`config.mk`:
```
export PLATFORM = sky130hd
export DESIGN_NAME = gate_compare_sequencer
export DESIGN_NICKNAME = d
export VERILOG_FILES = /design/src/rtl/gate_compare_sequencer.sv
export SDC_FILE = /design/constraint.sdc
export NUM_CORES = 1
export LEC_CHECK = 0
export CAP_MARGIN = 30
export CORE_ASPECT_RATIO = 0.7
export CORE_MARGIN = 5
export CORE_UTILIZATION = 35
export DETAILED_ROUTE_END_ITERATION = 12
export PLACE_DENSITY = 0.7
export RECOVER_POWER = 50
export SYNTH_ARGS = -nofsm -noshare
export SYNTH_HDL_FRONTEND = slang
export SYNTH_SLANG_ARGS = --single-unit
```
`constraint.sdc`:
```
create_clock -name clk -period 11.5 [get_ports clk]
set_input_delay 1.725 -clock clk [delete_from_list [all_inputs] [get_ports clk]]
set_output_delay 1.725 -clock clk [all_outputs]
set_load 0.02 [all_outputs]
```
`src/rtl/gate_compare_sequencer.sv`:
```
// gate_compare_sequencer
//   Controller for a gate spec-vs-impl equivalence harness. Sweeps every
//   {0,1,X,Z}^NSRC source combination onto a shared source bus, waits SETTLE
//   cycles, samples both output vectors, classifies mismatches as
//   conservative (impl reads X) or failing, accumulates saturating counts and
//   hands one record per mismatching vector to a logger (valid/ready).
//
// Ports
//   clk, reset             clock; asynchronous active-high reset
//   start                  begin sweep (honoured only in IDLE or DONE)
//   src_code   [2*NSRC]    source drive, 2 bits/src (00=0 01=1 10=X 11=Z)
//   check                  one-cycle pulse in the sample cycle
//   spec_code  [2*NOUT]    spec outputs, same encoding
//   impl_code  [2*NOUT]    impl outputs, same encoding
//   rec_valid/rec_ready    mismatch record handshake
//   rec_vec    [2*NSRC]    source vector of the record
//   rec_fail   [NOUT]      outputs mismatching with impl != X
//   rec_cons   [NOUT]      outputs mismatching with impl == X
//   busy, done             sweep in progress / sweep finished
//   fail_cnt, cons_cnt     saturating totals of failing / conservative outputs
module gate_compare_sequencer #(
    parameter int NSRC   = 3,
    parameter int NOUT   = 18,
    parameter int SETTLE = 4,
    parameter int CNTW   = 16
) (
    input  logic                 clk,
    input  logic                 reset,
    input  logic                 start,
    output logic [2*NSRC-1:0]    src_code,
    output logic                 check,
    input  logic [2*NOUT-1:0]    spec_code,
    input  logic [2*NOUT-1:0]    impl_code,
    output logic                 rec_valid,
    input  logic                 rec_ready,
    output logic [2*NSRC-1:0]    rec_vec,
    output logic [NOUT-1:0]      rec_fail,
    output logic [NOUT-1:0]      rec_cons,
    output logic                 busy,
    output logic                 done,
    output logic [CNTW-1:0]      fail_cnt,
    output logic [CNTW-1:0]      cons_cnt
);

    localparam int IW  = 2 * NSRC;
    localparam int SCW = (SETTLE > 1) ? $clog2(SETTLE) : 1;
    localparam int PCW = $clog2(NOUT + 1);
    // Sum width wide enough that any carry past CNTW bits is visible.
    localparam int SW  = ((CNTW > PCW) ? CNTW : PCW) + 1;

    typedef enum logic [2:0] {
        S_IDLE, S_DRIVE, S_SETTLE, S_CHECK, S_REPORT, S_NEXT, S_DONE
    } state_t;

    state_t            state_q, state_d;
    logic [IW-1:0]     idx_q, idx_d;
    logic [IW-1:0]     src_q, src_d;
    logic [SCW-1:0]    settle_q, settle_d;
    logic [CNTW-1:0]   fail_cnt_q, fail_cnt_d;
    logic [CNTW-1:0]   cons_cnt_q, cons_cnt_d;
    logic [IW-1:0]     rec_vec_q, rec_vec_d;
    logic [NOUT-1:0]   rec_fail_q, rec_fail_d;
    logic [NOUT-1:0]   rec_cons_q, rec_cons_d;

    logic [NOUT-1:0]   mm, cons_v, fail_v;
    logic              last_idx, settle_last, restart;

    function automatic logic [PCW-1:0] popcount(input logic [NOUT-1:0] v);
        logic [PCW-1:0] c;
        c = '0;
        for (int unsigned k = 0; k < NOUT; k++) c = c + PCW'(v[k]);
        return c;
    endfunction

    function automatic logic [CNTW-1:0] sat_add(input logic [CNTW-1:0] a,
                                                 input logic [PCW-1:0]  b);
        logic [SW-1:0] s;
        s = SW'(a) + SW'(b);
        if (|s[SW-1:CNTW]) return '1;
        return s[CNTW-1:0];
    endfunction

    always_comb begin
        mm     = '0;
        cons_v = '0;
        fail_v = '0;
        for (int unsigned k = 0; k < NOUT; k++) begin
            mm[k]     = spec_code[2*k +: 2] != impl_code[2*k +: 2];
            cons_v[k] = mm[k] && (impl_code[2*k +: 2] == 2'b10);
            fail_v[k] = mm[k] && !cons_v[k];
        end
    end

    assign last_idx    = &idx_q;
    assign settle_last = settle_q == SCW'(SETTLE - 1);
    assign restart     = start && (state_q == S_IDLE || state_q == S_DONE);

    // State register
    always_ff @(posedge clk or posedge reset) begin
        if (reset) state_q <= S_IDLE;
        else       state_q <= state_d;
    end

    // Next-state logic
    always_comb begin
        state_d = state_q;
        unique case (state_q)
            S_IDLE, S_DONE: if (start) state_d = S_DRIVE;
            S_DRIVE:        state_d = S_SETTLE;
            S_SETTLE:       if (settle_last) state_d = S_CHECK;
            S_CHECK:        state_d = (|mm) ? S_REPORT : S_NEXT;
            S_REPORT:       if (rec_ready) state_d = S_NEXT;
            S_NEXT:         state_d = last_idx ? S_DONE : S_DRIVE;
            default:        state_d = S_IDLE;
        endcase
    end

    // Datapath next values
    always_comb begin
        idx_d      = idx_q;
        src_d      = src_q;
        settle_d   = settle_q;
        fail_cnt_d = fail_cnt_q;
        cons_cnt_d = cons_cnt_q;
        rec_vec_d  = rec_vec_q;
        rec_fail_d = rec_fail_q;
        rec_cons_d = rec_cons_q;
        if (restart) begin
            idx_d      = '0;
            fail_cnt_d = '0;
            cons_cnt_d = '0;
        end
        unique case (state_q)
            S_DRIVE: begin
                src_d    = idx_q;
                settle_d = '0;
            end
            S_SETTLE: settle_d = settle_q + SCW'(1);
            S_CHECK: begin
                fail_cnt_d = sat_add(fail_cnt_q, popcount(fail_v));
                cons_cnt_d = sat_add(cons_cnt_q, popcount(cons_v));
                if (|mm) begin
                    rec_vec_d  = src_q;
                    rec_fail_d = fail_v;
                    rec_cons_d = cons_v;
                end
            end
            // Terminal vector goes to DONE without advancing, so idx never wraps.
            S_NEXT: if (!last_idx) idx_d = idx_q + IW'(1);
            default: ;
        endcase
    end

    always_ff @(posedge clk or posedge reset) begin
        if (reset) begin
            idx_q      <= '0;
            src_q      <= '0;
            settle_q   <= '0;
            fail_cnt_q <= '0;
            cons_cnt_q <= '0;
            rec_vec_q  <= '0;
            rec_fail_q <= '0;
            rec_cons_q <= '0;
        end else begin
            idx_q      <= idx_d;
            src_q      <= src_d;
            settle_q   <= settle_d;
            fail_cnt_q <= fail_cnt_d;
            cons_cnt_q <= cons_cnt_d;
            rec_vec_q  <= rec_vec_d;
            rec_fail_q <= rec_fail_d;
            rec_cons_q <= rec_cons_d;
        end
    end

    // Output logic
    always_comb begin
        check     = state_q == S_CHECK;
        rec_valid = state_q == S_REPORT;
        busy      = !(state_q == S_IDLE || state_q == S_DONE);
        done      = state_q == S_DONE;
    end

    assign src_code = src_q;
    assign rec_vec  = rec_vec_q;
    assign rec_fail = rec_fail_q;
    assign rec_cons = rec_cons_q;
    assign fail_cnt = fail_cnt_q;
    assign cons_cnt = cons_cnt_q;

endmodule
```
==> out/results.tsv <==
stage	metric	value	unit
global_route	global-route wire length before repair	27.48	mm
timing	Max Clk Rate	135.0	MHz
routing	met2 WL	7.502	mm
synth	mapped cell area	0.006161	sq mm
clock_tree	CTS buffer count	9	
clock_tree	Longest Clk Path Bufs	2	
timing	Layout Skew	0.008411	ns
worst_hold_path	Hold Crit Class	register to register	
floorplanning	core footprint	0.01722	sq mm
global_route	vias in the first global route	5154	
pwr	clock share of power	14.6	%
floorplanning	Top Ports	160	
synth	Avg Inst Size Synth	9.842	sq um
routing	TritonRoute pass-1 iters	5	
global_route	gr ovfl total	0	
synth	Synth area leader	dfrtp_1	
synth	sequential share of the synthesized area	36.96	%
routing	drt wl/cell	17.00	um
timing	Setup violations, final	0	
pwr	Comb power frac	60.2	%
place	Port-buffer cells	159	
routing	M1 WL	8.543	mm
synth	Yosys warning total	0	
synth	syn nets	756	
synth	Gate Count Post-Synth	626	
job	max_cap viols	2	
pwr	sequential power share	25.2	%
place	routability cong.	0.8783	
clock_tree	Reg clk slew, reported paths	0.06	ns
outcome	failing checks	capacitance limit, slew limit	
routing	final antenna-violating net count	0	
clock_tree	# hold bufs at CTS	0	
clock_tree	worst skew pair latency	0.34	ns
global_route	gr usage total	16.83	%
routing	DR vias/cell	5.043	
routing	# DRC	0	
synth	Post-synth EDFFs	0	
pwr	internal power	1112	uW
outcome	status	finished, violations left	
setup_path	CP Max Fanout	15	
timing	period utilization	64.42	%
pwr	Pleak	0.003710	uW
pwr	Sw Ratio	42.76	%
synth	Yosys reg bits	91	
routing	Via Count	5134	
floorplanning	Die Y-Extent	121.0	um
timing	final hold violation count	0	
timing	final worst slack	4.091	ns
layout	Area Growth Syn to Fin	33.96	%
pwr	worst-case vdd ir drop	0.0001747	V
clock_tree	post-CTS resize count	0	
floorplanning	Die Area	0.02040	sq mm
layout	fin cells	1018	
setup_path	CP endpoint kind	register	
layout	Antenna Cells	0	
routing	metal3 WL	1.143	mm
global_route	largest net degree at the start of global routing	51	
place	placed cells	1002	
timing	hold slack final	0.5043	ns
synth	Synth top area share	36.96	%
timing	Final Critical Period	7.409	ns
clock_tree	# H-tree levels	3	
clock_tree	clk root buf	clkbuf_16	
setup_path	Req. time, crit path	11.72	ns
timing	Rel. slew slack	-82.67	%
layout	layout cell share with drive strength beyond 1	8.640	%
synth	most used flip-flop cell after synthesis	dfrtp_1	
place	HPWL Detailed	13.63	mm
routing	drt total wl	17.31	mm
setup_path	Setup crit start kind	input pin	
synth	count of cell types in the netlist	65	
global_route	initial antenna violation count	0	
place	Placement Setup Slack	3.791	ns
setup_path	CP arrival	7.63	ns
synth	Synth async-reset ratio	100.0	%
timing	setup TNS	0	ns
routing	initial DRC count	318	
floorplanning	Die Wd	168.6	um
routing	Top Layer Used	met4	
floorplanning	initial core utilization	35.78	%
clock_tree	Setup Buffers After CTS	0	
floorplanning	Core Rows	40	
setup_path	Setup Crit Path Kind	input pin to register	
pwr	PwrDens	235.4	mW/mm^2
clock_tree	CTS sink cnt	91	
timing	RSZ-0062 raised after global routing	no	
layout	fin nets	912	
timing	Final Max Tran Viols	94	
synth	main area contributors after synthesis	dfrtp_1 37%, fa_1 8.4%, ha_1 5.7%	
clock_tree	CTS tree	built	
pwr	sw power	830.5	uW
timing	Worst Max-Slew Pin Slew	2.740	ns
power by group through the flow:
stage	logic, uW	registers [uW]	clock network (uW)
2_1_floorplan	709	576	0
3_3_place_gp	1180	496	0
3_5_place_dp	1180	497	0
4_1_cts	1210	494	292
5_1_grt	1300	503	306
6_report	1170	490	284
synthesized netlist by cell type, types with 2 or more instances:
cell type,count
a211oi_1,7
a21o_1,2
a21oi_1,28
a31o_2,4
a31oi_1,8
and3_1,7
and4_1,2
buf_2,6
buf_6,2
clkbuf_1,9
dfrtp_1,91
fa_1,26
ha_1,28
inv_1,64
mux2_2,8
mux2_4,14
mux2i_1,16
nand2_1,35
nand2_2,2
nand2b_1,15
nand3_1,31
nand3b_1,2
nand4_1,4
nor2_1,37
nor2_2,4
nor2_4,2
nor2b_1,12
nor3_1,12
nor3b_1,8
nor4_1,2
o211a_1,2
o211ai_1,4
o21a_1,6
o21ai_0,39
o22ai_1,4
o311ai_0,2
o31a_1,2
o31ai_1,3
o32ai_1,4
or2_2,7
xnor2_1,14
xor2_1,28
routing by layer:
metal	GRT usage (%)	vias up
met4	2.686	0
li1	-	2483
met5	0	-
met3	4.070	14
met1	25.50	2463
met2	24.70	174
kinds of logic after synthesis:
logic type | Yosys count | synth area share [%]
AND/OR/NAND/NOR | 196 | 17.55
AO/OA/AOI/OAI | 123 | 12.55
flip-flops | 91 | 36.96
buffers and inverters | 82 | 5.361
adder cells (fa/ha/maj) | 54 | 14.13
XOR/XNOR | 42 | 5.971
multiplexers | 38 | 7.474
path summary, 6_finish.rpt:
kind / from / end / slack (ns) / depth (start not counted)
max: impl_code[4] / cons_cnt[9] / 4.09 / 19
min: rec_vec[5] / rec_vec[5] / 0.50 / 1
max reg2reg: cons_cnt[0] / cons_cnt[9] / 6.23 / 15
min reg2reg: rec_vec[5] / rec_vec[5] / 0.50 / 1
max in group asynchronous: reset / fail_cnt[13] / 5.86 / 3
min in group asynchronous: reset / rec_fail[13] / 2.36 / 2
per-stage QoR:
| stage | instance area, sq um | total power, uW | util (%) |
|---|---|---|---|
| final | 8253 | 1942 | 47.94 |
| after global placement | 7976 | 1671 | 46.33 |
| after global routing | 8253 | 2113 | 47.94 |
| after CTS | 8265 | 1992 | 48.01 |
| after detailed placement | 7984 | 1682 | 46.37 |
| after floorplan | 6161 | 1285 | - |
worst max-delay path: stages:
cell and delay [ns]:
clkdlybuf4s50_1 0.54, xor2_1 0.17, nor2_1 0.12, nor3b_1 0.44, fa_1 0.53, inv_1 0.10
fa_1 0.44, fa_1 0.53, fa_1 0.44, fa_1 0.51, fa_1 0.18, inv_1 0.05
fa_1 0.41, a211oi_1 0.32, o21ai_0 0.17, nand3_1 0.40, nor3b_1 0.31, nor2b_1 0.17
nor3_1 0.05
placed cells by master, fill, tap and decap left out, types with 3 or more instances in the layout:
cell             instances
clkbuf_1                 3
nand4_1                  4
o32ai_1                  4
a211oi_1                 7
o22ai_1                  4
nor2_1                  37
dlygate4sd3_1           54
o21ai_0                 39
nor2b_1                 13
clkdlybuf4s50_1        105
a31oi_1                  8
o31ai_1                  3
xnor2_1                 14
a31o_2                   4
mux2_4                  14
ha_1                    28
nor3_1                  12
o211ai_1                 4
o21a_1                   6
nor3b_1                  9
nor2_2                   4
and3_1                   7
mux2_2                   8
dfrtp_1                 91
fa_1                    26
xor2_1                  28
nand2_1                 35
inv_1                   63
buf_4                    3
mux2i_1                 16
or2_2                    7
clkbuf_16                9
nand2b_1                15
nand3_1                 31
a21oi_1                 28
layout make-up:
class,count,area [sq um]
Fill cell,1641,8964
Multi-Input combinational cell,453,3546
Sequential cell,91,2277
Timing Repair Buffer,163,1618
Tap cell,231,289.0
Clock buffer,13,260.3
Inverter,64,241.5
Clock inverter,3,21.27
sequential cells by signal, summed over array words and instances, names as in the netlist:
signal and cells:
fail_cnt 16, rec_fail 18, settle_q 2, state_q 3, src_code 6, rec_vec 6
idx_q 6, cons_cnt 16, rec_cons 18
Note: power is estimated with default switching activity, not from simulation.
